$ cat src/rtl/cic_pkg.sv
// Shared CIC rate definitions: rate code type, sequencer state enum and decimation tables.
package cic_pkg;

    typedef logic [2:0] rate_code_t;

    typedef enum logic [1:0] {
        ST_RUN,
        ST_CLEAR,
        ST_SETTLE
    } seq_state_t;

    localparam int unsigned RATE_CODE_MAX = 4;

    // Index 0 is the rightmost element.
    localparam logic [4:0][7:0] DEC1_TABLE = {8'd5, 8'd5, 8'd10, 8'd20, 8'd40};
    localparam logic [4:0][6:0] DEC2_TABLE = {7'd10, 7'd20, 7'd20, 7'd20, 7'd20};

endpackage

$ cat src/rtl/cic_rate_lut.sv
// Combinational rate code -> (dec1, dec2, valid) lookup; invalid codes return zero decimations.
module cic_rate_lut
    import cic_pkg::*;
(
    input  logic [2:0] code,
    output logic [7:0] dec1,
    output logic [6:0] dec2,
    output logic       valid
);

    always_comb begin
        valid = (32'(code) <= RATE_CODE_MAX);
        dec1  = '0;
        dec2  = '0;
        if (valid) begin
            dec1 = DEC1_TABLE[code];
            dec2 = DEC2_TABLE[code];
        end
    end

endmodule

$ cat src/rtl/cic_rate_sequencer.sv
// CIC decimation-rate change sequencer: clear, settle, then gate samples downstream.
// Optional SETTLE_TIMEOUT_EN adds a watchdog on missing cic2 strobes during SETTLE.
module cic_rate_sequencer
    import cic_pkg::*;
#(
    parameter int unsigned CLEAR_CYCLES   = 4,
    parameter int unsigned SETTLE_SAMPLES = 11,
    parameter int unsigned TIMEOUT_CYCLES = 65535
) (
    input  logic       clock,
    input  logic       reset,
    input  logic [2:0] rate_req,
    input  logic       rate_load,
    input  logic       cic2_strobe,
    output logic [7:0] dec1,
    output logic [6:0] dec2,
    output logic       cic_clear,
    output logic       out_gate,
    output logic [2:0] rate_cur,
    output logic       rate_ack,
    output logic       busy,
    output logic       rate_err
);

    localparam int unsigned CW = $clog2(CLEAR_CYCLES + 1);
    localparam int unsigned SW = $clog2(SETTLE_SAMPLES + 1);

    seq_state_t state, state_n;
    logic [CW-1:0] clr_cnt, clr_cnt_n;
    logic [SW-1:0] settle_cnt, settle_cnt_n;
    logic          pend_v, pend_v_n;
    rate_code_t    pend_code, pend_code_n;
    rate_code_t    rate_n;
    logic          clear_n, gate_n, ack_n, err_n;
    logic          tout;

    logic [7:0]    req_dec1, nxt_dec1;
    logic [6:0]    req_dec2, nxt_dec2;
    logic          req_valid, nxt_valid;
    logic          req_ok, done, eff_v;
    rate_code_t    eff_code;

`ifdef SETTLE_TIMEOUT_EN
    localparam int unsigned TW = $clog2(TIMEOUT_CYCLES + 1);
    logic [TW-1:0] tcnt, tcnt_n;
`endif

    cic_rate_lut u_lut_req (
        .code  (rate_req),
        .dec1  (req_dec1),
        .dec2  (req_dec2),
        .valid (req_valid)
    );

    cic_rate_lut u_lut_next (
        .code  (rate_n),
        .dec1  (nxt_dec1),
        .dec2  (nxt_dec2),
        .valid (nxt_valid)
    );

    always_comb begin
        state_n      = state;
        clr_cnt_n    = clr_cnt;
        settle_cnt_n = settle_cnt;
        pend_v_n     = pend_v;
        pend_code_n  = pend_code;
        rate_n       = rate_cur;
        clear_n      = cic_clear;
        gate_n       = out_gate;
        ack_n        = 1'b0;
        req_ok       = rate_load && req_valid;
        err_n        = rate_load && !req_valid;
        done         = 1'b0;
        tout         = 1'b0;
        // A request arriving with the completing strobe counts as pending.
        eff_v        = req_ok || pend_v;
        eff_code     = req_ok ? rate_req : pend_code;
`ifdef SETTLE_TIMEOUT_EN
        tcnt_n       = tcnt;
`endif
        unique case (state)
            ST_RUN: begin
                clear_n = 1'b0;
                gate_n  = 1'b1;
                if (req_ok && rate_req != rate_cur) begin
                    rate_n    = rate_req;
                    state_n   = ST_CLEAR;
                    clr_cnt_n = '0;
                    clear_n   = 1'b1;
                    gate_n    = 1'b0;
                end
            end
            ST_CLEAR: begin
                if (req_ok) begin
                    pend_v_n    = 1'b1;
                    pend_code_n = rate_req;
                end
                if (clr_cnt == CW'(CLEAR_CYCLES - 1)) begin
                    state_n      = ST_SETTLE;
                    clear_n      = 1'b0;
                    settle_cnt_n = '0;
`ifdef SETTLE_TIMEOUT_EN
                    tcnt_n       = '0;
`endif
                end else begin
                    clr_cnt_n = clr_cnt + CW'(1);
                end
            end
            ST_SETTLE: begin
                if (req_ok) begin
                    pend_v_n    = 1'b1;
                    pend_code_n = rate_req;
                end
                if (cic2_strobe) begin
                    settle_cnt_n = settle_cnt + SW'(1);
                    done         = (settle_cnt == SW'(SETTLE_SAMPLES - 1));
                end
`ifdef SETTLE_TIMEOUT_EN
                tout   = !cic2_strobe && (tcnt == TW'(TIMEOUT_CYCLES - 1));
                tcnt_n = cic2_strobe ? '0 : tcnt + TW'(1);
`endif
                if (done) begin
                    pend_v_n = 1'b0;
                    if (eff_v && eff_code != rate_cur) begin
                        rate_n    = eff_code;
                        state_n   = ST_CLEAR;
                        clr_cnt_n = '0;
                        clear_n   = 1'b1;
                    end else begin
                        state_n = ST_RUN;
                        ack_n   = 1'b1;
                        gate_n  = 1'b1;
                    end
                end else if (tout) begin
                    pend_v_n = 1'b0;
                    state_n  = ST_RUN;
                    ack_n    = 1'b1;
                    err_n    = 1'b1;
                    gate_n   = 1'b1;
                end
            end
            default: state_n = ST_CLEAR;
        endcase
    end

    always_ff @(posedge clock) begin
        if (reset) begin
            state      <= ST_CLEAR;
            clr_cnt    <= '0;
            settle_cnt <= '0;
            pend_v     <= 1'b0;
            pend_code  <= '0;
            rate_cur   <= '0;
            dec1       <= DEC1_TABLE[0];
            dec2       <= DEC2_TABLE[0];
            cic_clear  <= 1'b1;
            out_gate   <= 1'b0;
            rate_ack   <= 1'b0;
            rate_err   <= 1'b0;
            busy       <= 1'b1;
`ifdef SETTLE_TIMEOUT_EN
            tcnt       <= '0;
`endif
        end else begin
            state      <= state_n;
            clr_cnt    <= clr_cnt_n;
            settle_cnt <= settle_cnt_n;
            pend_v     <= pend_v_n;
            pend_code  <= pend_code_n;
            rate_cur   <= rate_n;
            if (nxt_valid) begin
                dec1 <= nxt_dec1;
                dec2 <= nxt_dec2;
            end
            cic_clear  <= clear_n;
            out_gate   <= gate_n;
            rate_ack   <= ack_n;
            rate_err   <= err_n;
            busy       <= (state_n != ST_RUN);
`ifdef SETTLE_TIMEOUT_EN
            tcnt       <= tcnt_n;
`endif
        end
    end

endmodule
$ cat config.mk
export PLATFORM = sky130hd
export DESIGN_NAME = cic_rate_sequencer
export DESIGN_NICKNAME = d
export VERILOG_FILES = /design/src/rtl/cic_pkg.sv /design/src/rtl/cic_rate_lut.sv /design/src/rtl/cic_rate_sequencer.sv
export SDC_FILE = /design/constraint.sdc
export NUM_CORES = 1
export LEC_CHECK = 0
export ABC_AREA = 1
export BUFFER_PORTS_ARGS = -buffer_cell sky130_fd_sc_hd__buf_2
export CORE_UTILIZATION = 50
export DETAILED_ROUTE_END_ITERATION = 6
export PLACE_DENSITY = 0.77
export SYNTH_ARGS = -nofsm -noshare
export SYNTH_HDL_FRONTEND = slang
export SYNTH_SLANG_ARGS = --single-unit
$ cat constraint.sdc
create_clock -name clock -period 1.6 [get_ports clock]
set_input_delay 0.16 -clock clock [delete_from_list [all_inputs] [get_ports clock]]
set_output_delay 0.16 -clock clock [all_outputs]
set_load 0.1 [all_outputs]
==> qor.yml <==
floorplanning:
  initial_core_util_pct: 54.3
  coreArea_mm2: 0.00315
  dieArea_mm2: 0.00366
  io_pins: 30
  rows: 20
  die_h_um: 60.5
  fp.dieW_um: 60.5
synthesis:
  synth_seq_cells: 29
  synth_edf_count: 0
  synth.avg_cell_area_um2: 6.79
  synth.distinct_cells: 33
  synth_flop_cell: "dfxtp_1"
  yosysWarningCount: 0
  syn_inst: 252
  synth-async-reset-ratio_pct: 0
  synth_area_mm2: 0.00171
  synth-seq-area-share_pct: 33.9
layout:
  layout-drive-gt1-share_pct: 39.4
  seq_area_um2: 596
  multi_input_area_mm2: 0.00112
  antennaDiodeCount: 0
  fin_util_pct: 74.9
  n_fill_cell: 251
  area.growth.synth_to_final_pct: 38.0
  layout.nets: 329
setup_path:
  startpoint_type: "register"
  r2r_start: "settle_cnt[0]$_SDFFE_PP0P_"
  regToRegEndpoint: "dec1[0]$_SDFFE_PP0P_"
  reg2reg_slack_ns: -0.13
  rr_worst_depth: 13
  required_ns: 1.89
  critPathMaxFanout: 5
  cp.arrival_ns: 2.02
  worstSetupPathType: "register to register"
  crit_path_end_kind: "register"
sta:
  slew_headroom_pct: 66.5
  fin_skew_ns: 0.00890
  rsz0062_at_grt: "true"
  finalHoldViolations: 0
  slew_violations: 0
  tightest_slew_ns: 0.499
  setup_slack_ns: -0.130
  fin_crit_ns: 1.73
  whs_ns: 0.108
  setup_viol: 8
  fmax_mhz: 578
  fin_crit_sh_pct: 108
clocking:
  cts.sinks: 29
  cts_made_buffers: 5
  root_buffer: "clkbuf_4"
  ctsHoldBuffers: 0
  cts_buffer_depth: 2
  clkTransAtPathRegs_ns: 0.10
  h-tree-depth: 2
  cts_tree: "done"
  clock_latency_ns: 0.34
placement:
  gp_congestion: 0.814
  io_buffers: 24
  hpwl_mm: 2.81
  pre_cts_ws_ns: -0.0901
route:
  antenna_left: 0
  wl_per_cell_um: 13.7
  drt_pass1_iterations: 5
  drc: 0
  vias_per_cell: 5.13
  routed_wl_mm: 4.91
  first_iter_violations: 146
  vias: 1841
worst_hold_path:
  worstHoldStart: "rate_load"
  hold_class: "primary input to register"
  hold_path_end: "rate_err$_SDFF_PP0_"
  hold-path-cell-count: 3
global_routing:
  grt_pass1_vias: 1576
  grt_start_max_net_pins: 13
  antenna_found_initial: 0
  grt_use_total_pct: 24.8
  gr-total-overflow: 0
  grt_pass1_wl_mm: 6.62
status:
  outcome: "complete, but fails checks"
  violations: "setup timing"
pwr:
  p_per_area_mw_per_mm2: 1940
  peakVddDrop_uv: 1400
  p_leak_nw: 1.19
flow_run:
  maxCapViolCount: 0
[state kept, by name (all words and copies together) (netlist names)]
register	count
rate_cur	3
pend_v	1
rate_err	1
dec1	6
out_gate	1
dec2	2
rate_ack	1
state	2
busy	1
cic_clear	1
clr_cnt	3
pend_code	3
settle_cnt	4
[logic make-up (layout without fill, tap and decap cells)]
| family | Yosys count | in the layout | synth area share (%) |
|---|---|---|---|
| AND/OR/NAND/NOR | 137 | 137 | 34.9 |
| buffers and inverters | 44 | 103 | 12.4 |
| AO/OA/AOI/OAI | 32 | 32 | 12.1 |
| flip-flops | 29 | 29 | 33.9 |
| adder cells (fa/ha/maj) | 8 | 8 | 5.85 |
| other | 1 | 5 | 0.219 |
| XOR/XNOR | 1 | 1 | 0.512 |
[how the worst max path moves through the flow]
| stage | start | to | slack [ns] | depth (start not counted) |
|---|---|---|---|---|
| finish | settle_cnt[0]$_SDFFE_PP0P_ | dec1[0]$_SDFFE_PP0P_ | -0.13 | 13 |
| global route | settle_cnt[0]$_SDFFE_PP0P_ | dec1[0]$_SDFFE_PP0P_ | -0.28 | 13 |
| CTS | settle_cnt[0]$_SDFFE_PP0P_ | dec1[2]$_SDFFE_PP0P_ | -0.005 | 13 |
| detailed placement | state[0]$_SDFF_PP1_ | dec1[2]$_SDFFE_PP0P_ | -0.09 | 11 |
| global placement | settle_cnt[0]$_SDFFE_PP0P_ | dec1[5]$_SDFFE_PP1P_ | -0.05 | 11 |
| floorplan | rate_cur[0]$_SDFF_PP0_ | dec1[2]$_SDFFE_PP0P_ | 0.002 | 10 |
[repair_timing]
item,CTS,global route
endpoints found under the hold margin,0,0
resized for setup,21,33
cloned,0,0
pin swaps,8,21
setup buffers,5,6
setup endpoints to repair,12,21
[worst max-delay path, stage by stage (launching register included)]
cell     delay (ns)
dfxtp_2        0.35
inv_2          0.05
ha_4           0.14
nand4_1        0.11
inv_2          0.07
nand2_4        0.13
nand2_2        0.07
nand2_2        0.11
nor2_2         0.06
nor2_2         0.21
nand2_2        0.12
nand2_1        0.08
nand2_1        0.06
a21oi_2        0.13
[through the flow]
step / area (um^2) / power, mW / TNS (ns) / cells
final: 2360 / 4.57 / -0.710 / 359
after global routing: 2360 / 4.86 / -2.65 / 359
after CTS: 2190 / 4.18 / -0.00486 / 353
after detailed placement: 2030 / 3.61 / -0.292 / 340
after global placement: 2030 / 3.57 / -0.0968 / 340
after floorplan: 1740 / 3.08 / 0 / 256
[cells in the mapped netlist, types with 3 or more instances]
master     n  area (um^2)
nand2_1   64          240
nor2_1    35          131
inv_1     34          128
dfxtp_1   29          581
nand3_1   23          115
o21ai_0   10         50.1
a21oi_1    8         40.0
ha_1       8          100
buf_4      7         52.6
nor2_2     5         31.3
a211oi_1   3         22.5
nand2_4    3         33.8
[layer usage]
layer	track usage [%]	routed length, um	up-vias
met5	0	0	-
met4	10.7	154	0
met3	7.25	291	16
met2	41.1	2390	73
met1	30.0	2070	837
li1	-	-	915
[where the power goes]
| part | total (mW) | switching, mW | leakage (nW) | internal (mW) |
|---|---|---|---|---|
| clock | 0.451 | 0.285 | 0.0310 | 0.165 |
| combinational | 3.07 | 2.15 | 0.915 | 0.918 |
| sequential | 1.05 | 0.125 | 0.241 | 0.928 |
| total | 4.57 | 2.56 | 1.19 | 2.01 |
[cell type report]
class	instances	share of cell area [%]
flip-flops and latches	29	25.2
inverters	34	5.40
multi-input cells	183	47.4
well taps	44	2.33
clock inverters	3	0.742
clock buffers	5	1.59
repair buffers	61	17.3
[layout by cell type (no fill, tap or decap), drive strengths merged]
master and instances:
a21boi 1, xor2 1, nor2 40, a21oi 9
nand2 69, clkinv 2, a221oi 1, or2 1
nand3 24, nor3 1, buf 61, o2111ai 1
conb 5, inv 34, dfxtp 29, clkinvlp 1
a31oi 1, a211oi 3, o22ai 1, o21bai 2
clkbuf 5, o21ai 13, ha 8, nand4 2
(Power assumes the default switching activity.)
